**config.mk**
```make
export PLATFORM = sky130hd
export DESIGN_NAME = duck_ctl_flat
export DESIGN_NICKNAME = d
export VERILOG_FILES = /design/src/rtl/duck_ctl_pkg.sv /design/src/rtl/duck_ctl_if.sv /design/src/rtl/duck_ctl_lfsr16.sv /design/src/rtl/duck_ctl.sv /design/src/flat_wrapper.sv
export SDC_FILE = /design/constraint.sdc
export NUM_CORES = 1
export LEC_CHECK = 0
export CORE_UTILIZATION = 25
export CTS_BUF_LIST = sky130_fd_sc_hd__clkbuf_4
export DETAILED_ROUTE_END_ITERATION = 6
export PLACE_DENSITY = 0.37
export SLEW_MARGIN = 30
export SYNTH_ARGS = -nofsm -noshare
export SYNTH_HDL_FRONTEND = slang
export SYNTH_HIERARCHICAL = 1
export SYNTH_SLANG_ARGS = --single-unit
```
**constraint.sdc**
```tcl
create_clock -name clk -period 5 [get_ports clk]
set_input_delay 1 -clock clk [delete_from_list [all_inputs] [get_ports clk]]
set_output_delay 1 -clock clk [all_outputs]
set_load 0.01 [all_outputs]
```
**src/rtl/duck_ctl_pkg.sv**
```systemverilog
// Shared screen geometry, duck FSM states and the wall-bounce step helper
// used by the duck motion controller.
package DH_pkg;

    localparam int HOR_PIXELS = 1024;
    localparam int VER_PIXELS = 768;
    localparam int GROUND_Y   = 600;
    localparam int DUCK_W     = 64;
    localparam int DUCK_H     = 64;

    localparam logic [10:0] XMAX = 11'(HOR_PIXELS - DUCK_W);
    localparam logic [10:0] YMAX = 11'(GROUND_Y - DUCK_H);

    typedef enum logic [2:0] {IDLE, FLY, HIT, FALL, ESCAPE} duck_state_t;

    typedef struct packed {
        logic [10:0] pos;
        logic        flip;
    } step_t;

    // One axis step against [0, lim]; the bound test precedes the arithmetic
    // so the result never wraps.
    function automatic step_t bounce_step(input logic [10:0] pos, input logic [10:0] spd,
                                          input logic [10:0] lim, input logic inc);
        step_t r;
        r.flip = 1'b0;
        if (inc) begin
            if ({1'b0, pos} + {1'b0, spd} > {1'b0, lim}) begin
                r.pos  = lim;
                r.flip = 1'b1;
            end else begin
                r.pos = pos + spd;
            end
        end else begin
            if (pos < spd) begin
                r.pos  = '0;
                r.flip = 1'b1;
            end else begin
                r.pos = pos - spd;
            end
        end
        return r;
    endfunction

endpackage

```
**src/rtl/duck_ctl_if.sv**
```systemverilog
// Game-side bus of the duck controller: frame/spawn/shot in, sprite state
// and outcome pulses out.
interface duck_ctl_if;
    logic        new_frame;
    logic        spawn;
    logic        shot_hit;
    logic [10:0] duck_x;
    logic [10:0] duck_y;
    logic        duck_show;
    logic        duck_hit;
    logic        duck_down;
    logic        duck_escaped;

    modport master (output new_frame, spawn, shot_hit,
                    input  duck_x, duck_y, duck_show, duck_hit, duck_down, duck_escaped);
    modport slave  (input  new_frame, spawn, shot_hit,
                    output duck_x, duck_y, duck_show, duck_hit, duck_down, duck_escaped);
endinterface

```
**src/rtl/duck_ctl_lfsr16.sv**
```systemverilog
// Free-running 16-bit Galois LFSR, x^16+x^14+x^13+x^11+1, stepping every clock.
module lfsr16 #(
    parameter logic [15:0] SEED = 16'hACE1
) (
    input  logic        clk,
    input  logic        rst,
    output logic [15:0] value_o
);
    logic [15:0] lfsr_q, lfsr_d;

    assign lfsr_d  = {1'b0, lfsr_q[15:1]} ^ (lfsr_q[0] ? 16'hB400 : 16'h0000);
    assign value_o = lfsr_q;

    always_ff @(posedge clk or posedge rst) begin
        if (rst) lfsr_q <= SEED;
        else     lfsr_q <= lfsr_d;
    end
endmodule

```
**src/rtl/duck_ctl.sv**
```systemverilog
// Duck flight / hit / fall / escape sequencer; moves the sprite once per frame
// and reports each duck's fate as one-cycle pulses.
module duck_ctl
    import DH_pkg::*;
#(
    parameter int unsigned  SPEED_X    = 3,
    parameter int unsigned  SPEED_Y    = 2,
    parameter int unsigned  FALL_SPEED = 4,
    parameter int unsigned  ESC_SPEED  = 4,
    parameter int unsigned  FLY_FRAMES = 600,
    parameter int unsigned  HIT_FRAMES = 30,
    parameter logic [15:0]  LFSR_SEED  = 16'hACE1
) (
    input logic       clk,
    input logic       rst,
    duck_ctl_if.slave bus
);
    localparam logic [10:0] SX       = 11'(SPEED_X);
    localparam logic [10:0] SY       = 11'(SPEED_Y);
    localparam logic [10:0] FS       = 11'(FALL_SPEED);
    localparam logic [10:0] ES       = 11'(ESC_SPEED);
    localparam logic [15:0] FLY_LAST = 16'(FLY_FRAMES - 1);
    localparam logic [15:0] HIT_LAST = 16'(HIT_FRAMES - 1);

    logic [15:0] lfsr;
    logic        unused_lfsr;

    lfsr16 #(.SEED(LFSR_SEED)) u_lfsr (.clk(clk), .rst(rst), .value_o(lfsr));
    assign unused_lfsr = ^lfsr[14:9];

    duck_state_t state_q, state_d;
    logic [10:0] x_q, x_d, y_q, y_d;
    logic        dx_q, dx_d;   // 1 = moving right
    logic        dy_q, dy_d;   // 1 = moving down
    logic [15:0] cnt_q, cnt_d;
    logic        show_q, show_d, hit_q, hit_d, down_q, down_d, esc_q, esc_d;
    step_t       hs, vs;

    always_comb begin
        state_d = state_q;
        x_d     = x_q;
        y_d     = y_q;
        dx_d    = dx_q;
        dy_d    = dy_q;
        cnt_d   = cnt_q;
        down_d  = 1'b0;
        esc_d   = 1'b0;
        hs      = bounce_step(x_q, SX, XMAX, dx_q);
        vs      = bounce_step(y_q, SY, YMAX, dy_q);
        case (state_q)
            IDLE: if (bus.spawn) begin
                x_d     = {2'b00, lfsr[8:0]} + 11'd224;
                y_d     = YMAX;
                dy_d    = 1'b0;
                dx_d    = lfsr[15];
                cnt_d   = '0;
                state_d = FLY;
            end
            FLY: begin
                // A shot in the same cycle as a frame tick freezes the duck in place.
                if (bus.shot_hit) begin
                    cnt_d   = '0;
                    state_d = HIT;
                end else if (bus.new_frame) begin
                    x_d  = hs.pos;
                    y_d  = vs.pos;
                    dy_d = dy_q ^ vs.flip;
                    dx_d = dx_q ^ hs.flip ^ ((cnt_q[4:0] == 5'd31) & lfsr[0]);
                    if (cnt_q == FLY_LAST) begin
                        cnt_d   = '0;
                        state_d = ESCAPE;
                    end else begin
                        cnt_d = cnt_q + 16'd1;
                    end
                end
            end
            HIT: if (bus.new_frame) begin
                if (cnt_q == HIT_LAST) begin
                    cnt_d   = '0;
                    state_d = FALL;
                end else begin
                    cnt_d = cnt_q + 16'd1;
                end
            end
            FALL: if (bus.new_frame) begin
                if ({1'b0, y_q} + {1'b0, FS} >= {1'b0, YMAX}) begin
                    y_d     = YMAX;
                    down_d  = 1'b1;
                    state_d = IDLE;
                end else begin
                    y_d = y_q + FS;
                end
            end
            ESCAPE: if (bus.new_frame) begin
                if (y_q < ES) begin
                    y_d     = '0;
                    esc_d   = 1'b1;
                    state_d = IDLE;
                end else begin
                    y_d = y_q - ES;
                end
            end
            default: state_d = IDLE;
        endcase
        show_d = (state_d != IDLE);
        hit_d  = (state_d == HIT) || (state_d == FALL);
    end

    always_ff @(posedge clk or posedge rst) begin
        if (rst) begin
            state_q <= IDLE;
            x_q     <= '0;
            y_q     <= '0;
            dx_q    <= 1'b0;
            dy_q    <= 1'b0;
            cnt_q   <= '0;
            show_q  <= 1'b0;
            hit_q   <= 1'b0;
            down_q  <= 1'b0;
            esc_q   <= 1'b0;
        end else begin
            state_q <= state_d;
            x_q     <= x_d;
            y_q     <= y_d;
            dx_q    <= dx_d;
            dy_q    <= dy_d;
            cnt_q   <= cnt_d;
            show_q  <= show_d;
            hit_q   <= hit_d;
            down_q  <= down_d;
            esc_q   <= esc_d;
        end
    end

    assign bus.duck_x       = x_q;
    assign bus.duck_y       = y_q;
    assign bus.duck_show    = show_q;
    assign bus.duck_hit     = hit_q;
    assign bus.duck_down    = down_q;
    assign bus.duck_escaped = esc_q;
endmodule

```
**src/flat_wrapper.sv**
```systemverilog
// flat-port wrapper written by rule: the top's interface ports become plain ports
module duck_ctl_flat import DH_pkg::*;
#(
    parameter int unsigned  SPEED_X    = 3,
    parameter int unsigned  SPEED_Y    = 2,
    parameter int unsigned  FALL_SPEED = 4,
    parameter int unsigned  ESC_SPEED  = 4,
    parameter int unsigned  FLY_FRAMES = 600,
    parameter int unsigned  HIT_FRAMES = 30,
    parameter logic [15:0]  LFSR_SEED  = 16'hACE1
)
  (clk, rst, bus_new_frame, bus_spawn, bus_shot_hit, bus_duck_x, bus_duck_y, bus_duck_show, bus_duck_hit, bus_duck_down, bus_duck_escaped);
  duck_ctl_if bus_i ();
  input logic clk;
  input logic rst;
  input wire logic [$bits(bus_i.new_frame)-1:0] bus_new_frame;
  input wire logic [$bits(bus_i.spawn)-1:0] bus_spawn;
  input wire logic [$bits(bus_i.shot_hit)-1:0] bus_shot_hit;
  output wire logic [$bits(bus_i.duck_x)-1:0] bus_duck_x;
  output wire logic [$bits(bus_i.duck_y)-1:0] bus_duck_y;
  output wire logic [$bits(bus_i.duck_show)-1:0] bus_duck_show;
  output wire logic [$bits(bus_i.duck_hit)-1:0] bus_duck_hit;
  output wire logic [$bits(bus_i.duck_down)-1:0] bus_duck_down;
  output wire logic [$bits(bus_i.duck_escaped)-1:0] bus_duck_escaped;
  assign bus_i.new_frame = bus_new_frame;
  assign bus_i.spawn = bus_spawn;
  assign bus_i.shot_hit = bus_shot_hit;
  assign bus_duck_x = bus_i.duck_x;
  assign bus_duck_y = bus_i.duck_y;
  assign bus_duck_show = bus_i.duck_show;
  assign bus_duck_hit = bus_i.duck_hit;
  assign bus_duck_down = bus_i.duck_down;
  assign bus_duck_escaped = bus_i.duck_escaped;
  duck_ctl #(.SPEED_X(SPEED_X), .SPEED_Y(SPEED_Y), .FALL_SPEED(FALL_SPEED), .ESC_SPEED(ESC_SPEED), .FLY_FRAMES(FLY_FRAMES), .HIT_FRAMES(HIT_FRAMES), .LFSR_SEED(LFSR_SEED)) u_core (.clk(clk), .rst(rst), .bus(bus_i));
endmodule
```
# [Yosys cells after proc, flatten, opt, wreduce, memory -nomap -nowiden]
# Cells that the tools add are included.
[totals] output_inout_bits=26 regBits=63
[classes] n_addsub=11 eq_ne=16 reduce_logical=9 n_bitwise=5 n_mux=55 n_lt_le_gt_ge=6
[op_table] cell="11-bit 2-to-1 mux" n=14
[op_table] cell="16-bit 2-to-1 mux" n=7
[op_table] cell="16-bit one-hot mux with 3 select lines" n=1
[op_table] cell="11-bit one-hot mux with 4 select lines" n=1
[op_table] cell="3-bit 2-to-1 mux" n=10
[op_table] cell="11-bit by 2-bit adder with 12-bit output (second input constant)" n=2
[op_table] cell="12-bit by 10-bit > comparator with 1-bit output (second input constant)" n=2
[op_table] cell="12-bit 2-to-1 mux" n=2
[op_table] cell="11-bit by 2-bit adder with 11-bit output (second input constant)" n=2
[op_table] cell="11-bit by 2-bit less-than comparator with 1-bit output (second input constant)" n=2
[op_table] cell="11-bit one-hot mux with 2 select lines" n=1
[op_table] cell="11-bit by 2-bit subtractor with 11-bit output (second input constant)" n=2
[op_table] cell="16-bit by 1-bit adder with 16-bit output (second input constant)" n=1
[op_table] cell="16-bit by 10-bit equality test with 1-bit output (second input constant)" n=1
[op_table] cell="16-bit by 5-bit equality test with 1-bit output (second input constant)" n=1
[op_table] cell="1-bit 2-to-1 mux" n=16
[op_table] cell="15-bit by 16-bit bitwise XOR with 16-bit output" n=1
[op_table] cell="3-bit one-hot mux with 5 select lines" n=1
[op_table] cell="11-bit by 3-bit adder with 12-bit output (second input constant)" n=1
[op_table] cell="3-bit by 2-bit equality test with 1-bit output (second input constant)" n=4
[op_table] cell="12-bit by 10-bit greater-or-equal comparator with 1-bit output (second input constant)" n=1
[op_table] cell="2-bit inequality test (second input constant)" n=6
[op_table] cell="11-bit by 3-bit adder with 11-bit output (second input constant)" n=1
[op_table] cell="11-bit by 3-bit less-than comparator with 1-bit output (second input constant)" n=1
[op_table] cell="other kinds (16)" n=21

# [Longest topological paths before layout]
[logic_depth] word_depth=9 mapped_depth=11 ltp_nobuf=9

# [Modules after synthesis]
# The synthesis kept the hierarchy.
[by_module_without_submodules] mod="duck_ctl" area_each_um2=4091.4 instances=1 cells_each=541 seq_area_each_um2=1151.1
[by_module_without_submodules] mod="lfsr16" area_each_um2=538.0 instances=1 cells_each=33 seq_area_each_um2=410.4

# [Worst setup path after synthesis]
# No wires, ideal clock.
[synth_path] path_type="in2reg" from="input bus_new_frame" to="register u_core.cnt_q[14]" setup_slack_ns=2.517 arrival_time_ns=2.405 n_path_buf=2 required_time_ns=4.922 path_stages=8 path_cell_list="buf_2 -> inv_1 -> o21ai_0 -> and3_1 -> clkbuf_1 -> nand3_1 -> or3_1 -> a21oi_1"
[synth_between] elab_chain_len=2 word_cells_on_any_way=3
[synth_lines] element="start, declared" line_no="flat_wrapper.sv:16" source="input wire logic [$bits(bus_i.new_frame)-1:0] bus_new_frame;"
[synth_lines] element="3-bit inequality test (no line) / 2-bit inequality test (equally long branches)"
[synth_lines] element="4-bit AND reduction (no line) (*)"
[synth_lines] element="end signal, assigned" line_no="duck_ctl.sv:127" source="cnt_q <= cnt_d;"
[synth_lines] element="end, declared" line_no="duck_ctl.sv:35" source="logic [15:0] cnt_q, cnt_d;"
# Mark *: on every way between the ends. The rest lies on a longest branch, timed or not.
# A chain may end at the register's enable or synchronous reset.

# [Final worst setup path]
[layout_path] from="register u_core.x_q[0] (netlist: u_core/bus.duck_x[0])" to="register u_core.x_q[3] (netlist: u_core/bus.duck_x[3])"
[layout_between] elab_chain_len=7 word_cells_on_any_way=11
[layout_lines] element="start, declared" line_no="duck_ctl.sv:32" source="logic [10:0] x_q, x_d, y_q, y_d;"
[layout_lines] element="start signal, assigned" line_no="duck_ctl.sv:112" source="x_q <= '0;"
[layout_lines] element="start signal, assigned" line_no="duck_ctl.sv:123" source="x_q <= x_d;"
[layout_lines] element="11-bit by 2-bit adder with 12-bit output" line_no="duck_ctl_pkg.sv:28" source="if ({1'b0, pos} + {1'b0, spd} > {1'b0, lim}) begin"
[layout_lines] element="12-bit by 10-bit > comparator with 1-bit output" line_no="duck_ctl_pkg.sv:28"
[layout_lines] element="11-bit 2-to-1 mux" line_no="duck_ctl_pkg.sv:28"
[layout_lines] element="12-bit 2-to-1 mux (*)" line_no="duck_ctl_pkg.sv:27" source="if (inc) begin"
[layout_lines] element="11-bit 2-to-1 mux (*)" line_no="duck_ctl.sv:64" source="end else if (bus.new_frame) begin"
[layout_lines] element="11-bit 2-to-1 mux (*)" line_no="duck_ctl.sv:61" source="if (bus.shot_hit) begin"
[layout_lines] element="11-bit one-hot mux with 2 select lines (*)" line_no="duck_ctl.sv:50" source="case (state_q)"
# Mark *: on every way between the ends. The rest lies on a longest branch, timed or not. The select of a mux whose other input is x is not followed.

==> metrics <==
run status complete, no violations; routability congestion estimate 0.7912; Initial Utilization 25.56%; initial DRC count 338; Clock Skew 0.01614 ns; WP data required about 5.3 ns; CP startpoint kind flip-flop; CP top delay family simple AND/OR/NAND/NOR gates; PostCTS Resize Cnt 0; Rel. slew slack between 40% and 50%; Critical Path Source u_core/bus.duck_x[0]$_DFFE_PP0P_; Die Ht around 140 um; Pwr Density 502.1 nW/um^2; Syn Area/Cell 8.068 sq um; die footprint 18980 sq um; DRC 0; CTS sink cnt 62; maximum vdd drop 0.0001770 V; Worst Max-Slew Pin Slew around 0.87 ns; max-slew violation count 0; Worst Path Buf+Inv 1; final worst-path cycle share 60.63%; area occupied by multi-input gates 2716 sq um; CTS max path bufs 2; RSZ-0062 raised after global routing false; CP Data Arrival Time 3.37 ns; vias per cell 5.256; Fillers 1984; # port buffers 29; CP endpoint u_core/bus.duck_x[3]$_DFFE_PP0P_; R2R Setup Slk approximately 2.0 ns; CTS tree done; R2R Path End u_core/bus.duck_x[3]$_DFFE_PP0P_; initial antenna violation count 1; TritonRoute pass-1 iters 4; Core Util, Final 28.40%; clk_lat worst skew 0.44 ns; Antenna Nets Post-Route 0; IO Pins 31; via count around 4200; post-CTS setup buffers 0; Inserted Clock Buffers 9; global-route wire length before repair 22.35 mm; Min Hold Slack 0.3614 ns; Tmin final 3.032 ns; share of layout cells above drive strength 1 8.174%; final setup violation count 0; setup total negative slack 0 ns; WP depth 9; largest net degree at the start of global routing 41; CTS H-tree lvls 3; Synth Instances 571; Post-Syn Nets 588; Final Hold Vio Count 0; Maximum Capacitance Violations 0; crit path cell chain inv_1 > ha_1 > nand3b_1 > nor4_1 > mux2_2 > a41oi_1 > and2_4 > a221oi_1 > a211oi_1; # rows 49; clk root buf clkbuf_4; area grow syn2layout 11.11%; CTS clock-pin slew for the worst setup and hold paths about 0.12 ns; final WL roughly 14 mm; Die W 137.8 um; post-detailed-route wirelength per cell roughly 17 um; Max Fclk 329.9 MHz; CP peak stage delay 0.67 ns; FF/Latch Area 1562 sq um; reg2reg start u_core/bus.duck_x[0]$_DFFE_PP0P_; Worst Hold Class flip-flop to flip-flop; total track usage 15.40%; fin nets 587; Hold Crit Depth 0; crit path kind flip-flop to flip-flop; Synth Cell Area around 4600 sq um; FF-to-FF path depth 9; hold buffers post-CTS 0; Leak 1.975 nW; Critical-path top delay cell dfrtp_1; vias in the first global route about 4000; crit path capture type flip-flop; synthesis warning total 6; worst-path fanout max 14; GR Overflow Total 0; CORE AREA 18020 sq um; DP HPWL 9.787 mm
[layer usage]
layer,track usage (%),vias up,part of all wire (%)
li1,-,2067,-
met1,21.66,2047,50
met2,23.09,103,44
met3,3.974,14,4.5
met4,4.227,0,1.4
met5,0,-,0
[registers in the layout (all words and copies together), names as in the netlist]
signal / cells
u_core/cnt_q: 16
u_core/bus.duck_show: 1
u_core/state_q: 3
u_core/dy_q: 1
u_core/u_lfsr/value_o: 16
u_core/bus.duck_x: 11
u_core/bus.duck_y: 10
u_core/dx_q: 1
u_core/bus.duck_down: 1
u_core/bus.duck_escaped: 1
u_core/bus.duck_hit: 1
[per-stage QoR]
step                      cells  setup slack [ns]  area [sq um]  power, W
after floorplan             571             2.517          4607  0.001756
after global placement      788             1.712          4982  0.002229
after detailed placement    788             1.661          4982  0.002205
after CTS                   804             1.981          5116  0.002588
after global routing        805             1.793          5119  0.002784
final                       805             1.968          5119  0.002570
[final cells by class]
cell class	count	share of cell area (%)
clock buffers	11	1.613
well taps	229	5.598
inverters	24	1.760
repair buffers	34	6.404
clock inverters	5	1.002
diodes	1	0.04889
flip-flops and latches	62	30.51
multi-input cells	439	53.07
[cell usage in the layout (no fill, tap or decap), types with 4 or more instances in the layout]
cell type and count:
xnor2_1 13, and3_1 11, nor2b_1 5, nor4_1 5, and2_1 4, or3_1 7, o21ai_0 50, a41oi_1 4
ha_1 12, a21oi_1 31, buf_4 5, nor2_1 53, nand3_1 24, a21o_1 4, dfrtp_1 54, clkdlybuf4s50_1 29
nand2b_1 13, o31a_1 4, nor3_1 19, nand2_1 54, nand4_1 6, clkbuf_4 11, inv_1 23, xor2_1 17
o311ai_0 4, a31oi_1 12, dfstp_2 8, a22oi_1 7, o211ai_1 7, mux2_2 6, a211oi_1 5
[worst reg2reg max path, stage by stage (launching register included)]
cell and delay (ns):
dfrtp_1 0.67, inv_1 0.10, ha_1 0.27, nand3b_1 0.25, nor4_1 0.36, mux2_2 0.37, a41oi_1 0.33, and2_4 0.25
a221oi_1 0.09, a211oi_1 0.24
[worst min path at each step]
stage | from | endpoint
2_1_floorplan | u_core/u_lfsr/value_o[9]$_DFF_PP0_ | u_core/u_lfsr/value_o[8]$_DFF_PP0_
3_3_place_gp | u_core/u_lfsr/value_o[9]$_DFF_PP0_ | u_core/u_lfsr/value_o[8]$_DFF_PP0_
3_5_place_dp | u_core/u_lfsr/value_o[12]$_DFF_PP0_ | u_core/u_lfsr/value_o[11]$_DFF_PP1_
4_1_cts | u_core/u_lfsr/value_o[6]$_DFF_PP1_ | u_core/u_lfsr/value_o[5]$_DFF_PP1_
5_1_grt | u_core/u_lfsr/value_o[6]$_DFF_PP1_ | u_core/u_lfsr/value_o[5]$_DFF_PP1_
6_report | u_core/u_lfsr/value_o[6]$_DFF_PP1_ | u_core/u_lfsr/value_o[5]$_DFF_PP1_
[power by group]
part	switching (W)	leakage, nW	internal [W]
clock	0.000202	0.0743	0.000160
combinational	0.000761	1.12	0.000561
sequential	0.000296	0.779	0.000590
Note: power is estimated with default switching activity, not from simulation.
